`config.mk`:
```
export PLATFORM = sky130hd
export DESIGN_NAME = sqr_rem
export DESIGN_NICKNAME = d
export VERILOG_FILES = /design/src/rtl/sqr_rem.sv
export SDC_FILE = /design/constraint.sdc
export NUM_CORES = 1
export LEC_CHECK = 0
export ABC_AREA = 1
export BUFFER_PORTS_ARGS = -buffer_cell sky130_fd_sc_hd__buf_2
export CAP_MARGIN = 20
export CORE_MARGIN = 10
export CORE_UTILIZATION = 45
export DETAILED_ROUTE_END_ITERATION = 8
export PLACE_DENSITY_LB_ADDON = 0.2
export SLEW_MARGIN = 20
export SYNTH_ARGS = -nofsm -noshare
export SYNTH_HDL_FRONTEND = slang
export SYNTH_SLANG_ARGS = --single-unit
```
`constraint.sdc`:
```
create_clock -name clk -period 4.4 [get_ports clk]
set_input_delay 0.22 -clock clk [delete_from_list [all_inputs] [get_ports clk]]
set_output_delay 0.22 -clock clk [all_outputs]
set_load 0.05 [all_outputs]
```
`src/rtl/sqr_rem.sv`:
```
// sqr_rem: iterative shift-add squaring, dout = root*root + rem over H clocks.
// Defining SQR_REM_CHECK_EN adds rem_ok_o, flagging rem <= 2*root (legal sqrt remainder).
module sqr_rem #(
    parameter int DW = 32,
    localparam int DIN_W = DW + DW % 2,
    localparam int H = DIN_W / 2
) (
    input  logic             clk,
    input  logic             rst_n,
    input  logic [H-1:0]     root_i,
    input  logic [DW-2:0]    rem_i,
    input  logic             din_valid_i,
    output logic             busy_o,
    output logic             done_o,
    output logic [DIN_W-1:0] dout_o,
    output logic             ovf_o
`ifdef SQR_REM_CHECK_EN
    ,
    output logic             rem_ok_o
`endif
);
    localparam int CW = (H > 1) ? $clog2(H) : 1;

    typedef enum logic {IDLE, RUN} state_t;

    state_t           state, state_nxt;
    logic [DIN_W:0]   acc, acc_nxt;
    logic [DIN_W-1:0] mcand;
    logic [H-1:0]     mplier;
    logic [CW-1:0]    cnt;
    logic             accept, last;

    assign busy_o = (state == RUN);

    always_ff @(posedge clk or negedge rst_n)
        if (!rst_n) state <= IDLE;
        else        state <= state_nxt;

    always_comb begin
        accept    = (state == IDLE) && din_valid_i;
        last      = (state == RUN) && (cnt == '0);
        state_nxt = accept ? RUN : last ? IDLE : state;
        acc_nxt   = mplier[0] ? acc + {1'b0, mcand} : acc;
    end

    // The final edge stores the sum including the last partial product
    always_ff @(posedge clk or negedge rst_n)
        if (!rst_n) begin
            acc    <= '0;
            mcand  <= '0;
            mplier <= '0;
            cnt    <= '0;
            done_o <= 1'b0;
            dout_o <= '0;
            ovf_o  <= 1'b0;
        end else begin
            done_o <= last;
            if (accept) begin
                acc    <= (DIN_W + 1)'(rem_i);
                mcand  <= DIN_W'(root_i);
                mplier <= root_i;
                cnt    <= CW'(H - 1);
            end else if (busy_o) begin
                acc    <= acc_nxt;
                mcand  <= mcand << 1;
                mplier <= mplier >> 1;
                cnt    <= cnt - 1'b1;
            end
            if (last) begin
                dout_o <= acc_nxt[DIN_W-1:0];
                ovf_o  <= acc_nxt[DIN_W];
            end
        end

`ifdef SQR_REM_CHECK_EN
    localparam int CMPW = (DW - 1 > H + 1) ? DW - 1 : H + 1;

    logic ok_cap;

    always_ff @(posedge clk or negedge rst_n)
        if (!rst_n) begin
            ok_cap   <= 1'b0;
            rem_ok_o <= 1'b0;
        end else begin
            if (accept) ok_cap <= (CMPW'(rem_i) <= CMPW'({root_i, 1'b0}));
            if (last) rem_ok_o <= ok_cap;
        end
`endif
endmodule
```
==> results.py <==
metrics = {
    "run_status": {
        "outcome": "finished, final reports clean",
    },
    "clock_network": {
        "clock_latency_ps": 430,
        "clkTransAtPathRegs_ps": 60,
        "cts.sinks": 120,
        "cts_tree": "yes",
        "htree_levels": 4,
        "post_cts_resized": 0,
        "clock_path_buffers": 2,
        "cts-buffers-inserted": 17,
        "cts_root_buffer": "clkbuf_16",
    },
    "critical_path": {
        "r2r_cells": 6,
        "crit_type": "register to register",
        "critPathTopFamily": "buffers and inverters",
        "rrSetupSlack_ps": 2030,
        "crit_required_ps": 4720,
        "critical_path.endpoint_type": "register",
        "crit_chain": "buf_4 -> nand3_4 -> nor2_8 -> inv_1 -> buf_4 -> o21ai_0",
        "r2r_end": "dout_o[3]$_DFFE_PN0P_",
        "max_stage_delay_ps": 440,
        "critPathSlowestCell": "buf_4",
        "critical_path_peak_fanout": 39,
        "r2r-start": "busy_o$_DFFE_PN0P_",
        "critPathBufInv": 3,
        "crit_arrival_ps": 2700,
        "start_kind": "register",
        "crit_top_cell": "buf_4",
    },
    "die": {
        "die_area_sq_mm": 0.02299,
        "floorplan.initialDensity": 0.4556,
        "rows": 48,
        "fp.dieH_um": 151.6,
        "die_w_um": 151.6,
        "ios": 85,
        "core_area_sq_mm": 0.01712,
    },
    "synth": {
        "yosysSeqAreaShare": 0.3851,
        "avgSynthCellArea_sq_um": 7.063,
        "yosys_warnings": 0,
        "synthTopCellsByArea": "dfrtp_1 39%, nand2_1 19%, inv_1 10%, ha_1 5.3%, nand3_1 5.3%",
        "ys_ff_latch": 120,
        "syn_nets": 1188,
        "synth_top_area_cell": "dfrtp_1",
        "synth_cell_type_count": 40,
        "synth_area_sq_mm": 0.007797,
        "synth_top_area_frac": 0.3851,
        "synthCells": 1104,
    },
    "sta": {
        "clock_skew_ps": 10.45,
        "slew-limit-headroom": 0.3364,
        "fin_crit_ps": 2372,
        "rsz0062_at_grt": "no",
        "finalCritPeriodShare": 0.5391,
        "hold_viol": 0,
        "report.final.slew_viol_count": 0,
        "setup_viol": 0,
        "final.setup.tns_ps": 0,
        "max_freq_mhz": 421.6,
        "tightest_slew_ps": 994.0,
        "holdWs_ps": 13.25,
    },
    "routing": {
        "wl_met2_um": 9173,
        "wl_um": 21630,
        "first_iter_violations": 468,
        "dr.pass1.iters": 5,
        "wire_per_inst_um": 15.23,
        "drc": 0,
        "via_per_inst": 4.937,
        "ant_nets": 0,
        "met1_length_um": 10730,
        "highest_layer": "met4",
        "wl_met3_um": 1553,
        "dr_total_vias": 7010,
    },
    "global_routing": {
        "grtUsageTotal": 0.1953,
        "grt_pass1_vias": 6714,
        "overflow": 0,
        "grt_pass1_wl_um": 35000,
        "antenna_found_initial": 0,
        "grt_max_degree": 54,
    },
    "place": {
        "dp_hpwl_um": 15980,
        "place_congestion": 0.9174,
        "io_buffers": 84,
    },
    "layout": {
        "area_delta_synth_final_pct": 14.99,
        "drive_above_1_share": 0.1456,
        "n_antenna_cell": 0,
        "nNetsFinal": 1266,
        "fill_cells": 1697,
    },
    "pwr": {
        "totalPowerFinal_uw": 8052,
        "power_density_mw_per_mm2": 898.0,
        "irDropWorstVdd_mv": 0.3467,
        "leakage_uw": 0.005032,
    },
    "hold_path": {
        "hold_start": "rem_i[16]",
        "hold_path_end": "acc[16]$_DFFE_PN0P_",
        "min_path_type": "primary input to register",
        "holdPathStages": 3,
    },
    "run": {
        "cap_viol_max_count": 0,
    },
}
## through the flow
stage / cells / worst slack (ps) / cell area [sq um] / utilization
6_report: 1420 / 2028 / 8966 / 0.5238
5_1_grt: 1420 / 1923 / 8966 / 0.5238
4_1_cts: 1420 / 2024 / 8966 / 0.5238
3_5_place_dp: 1386 / 2052 / 8371 / 0.4890
3_3_place_gp: 1386 / 2143 / 8371 / 0.4890
2_1_floorplan: 1104 / 2451 / 7797 / -
## power by group
group          switching, uW  internal (uW)  leakage, uW
registers                351           1610      0.00151
clock network            569            804     0.000280
logic                   3220           1500      0.00324
## synth_stat cells (all sizes together)
library cell	n
clkbuf	14
ha	33
dfrtp	120
and2	2
o22ai	15
a22o	5
a22oi	5
nand4	1
a21oi	17
fa	1
o221ai	21
a21o	1
xnor2	9
o21ai	33
xor2	5
nand3b	1
inv	209
and2b	1
o21bai	3
mux2i	3
nand2	421
nand3	93
o211ai	18
or2	8
nor2	41
buf	21
nor3	3
## cell usage in the layout (no fill, tap or decap), types with 3 or more instances in the layout
cell       count
nand2_1      404
inv_1        207
dfrtp_1      120
buf_2         83
nand3_1       82
ha_1          33
nor2_1        32
o21ai_0       32
o221ai_1      21
o211ai_1      18
nand2_2       17
a21oi_1       17
clkbuf_16     17
o22ai_1       15
nand3_2       10
xnor2_1        9
buf_4          9
or2_2          8
nor2_2         7
inv_6          6
xor2_1         5
a22o_1         5
a22oi_1        5
mux2i_1        3
o21bai_1       3
## worst max path at each step
stage / cells after the start / end / slack [ps] / startpoint
3_5_place_dp: 6 / dout_o[3]$_DFFE_PN0P_ / 2050 / busy_o$_DFFE_PN0P_
3_3_place_gp: 12 / acc[28]$_DFFE_PN0P_ / 2140 / acc[0]$_DFFE_PN0P_
5_1_grt: 6 / dout_o[3]$_DFFE_PN0P_ / 1920 / busy_o$_DFFE_PN0P_
4_1_cts: 6 / dout_o[3]$_DFFE_PN0P_ / 2020 / busy_o$_DFFE_PN0P_
2_1_floorplan: 14 / dout_o[24]$_DFFE_PN0P_ / 2450 / acc[0]$_DFFE_PN0P_
6_report: 6 / dout_o[3]$_DFFE_PN0P_ / 2030 / busy_o$_DFFE_PN0P_
## final cells by class
| type | count | area, sq um | area share |
|---|---|---|---|
| Multi-Input combinational cell | 740 | 3819 | 0.4259 |
| Tap cell | 225 | 281.5 | 0.03140 |
| Clock inverter | 14 | 136.4 | 0.01521 |
| Timing Repair Buffer | 94 | 503.0 | 0.05610 |
| Inverter | 209 | 784.5 | 0.08750 |
| Clock buffer | 18 | 439.2 | 0.04898 |
| Sequential cell | 120 | 3003 | 0.3349 |
## cell families (layout without fill, tap and decap cells)
logic type / Yosys count / count (layout) / share of synthesized area
simple gates: 571 / 571 / 0.3145
compound gates: 118 / 118 / 0.09981
flops: 120 / 120 / 0.3851
fa+ha+maj: 34 / 34 / 0.05552
xor+xnor: 14 / 14 / 0.01573
buf+inv: 244 / 335 / 0.1255
mux: 3 / 3 / 0.003851
## flip-flops by register name (all words and copies together) (netlist names)
register / cells
acc: 33
busy_o: 1
cnt: 4
done_o: 1
dout_o: 32
mcand: 32
mplier: 16
ovf_o: 1
## what timing repair did
| action | CTS | global route |
|---|---|---|
| buffers inserted | 0 | 0 |
| endpoints found under the hold margin | 34 | 0 |
| hold buffers | 2 | 0 |
## worst min-delay path: stages
cell and delay [ps]:
buf_2 80, nand2_1 40, nand3_1 70
## routing by layer
metal | vias up | global-route usage
met3 | 13 | 0.04782
met1 | 3211 | 0.2826
met4 | 0 | 0.04433
met5 | - | 0
met2 | 177 | 0.2876
li1 | 3609 | -
Power figures use the tool's default switching activity.
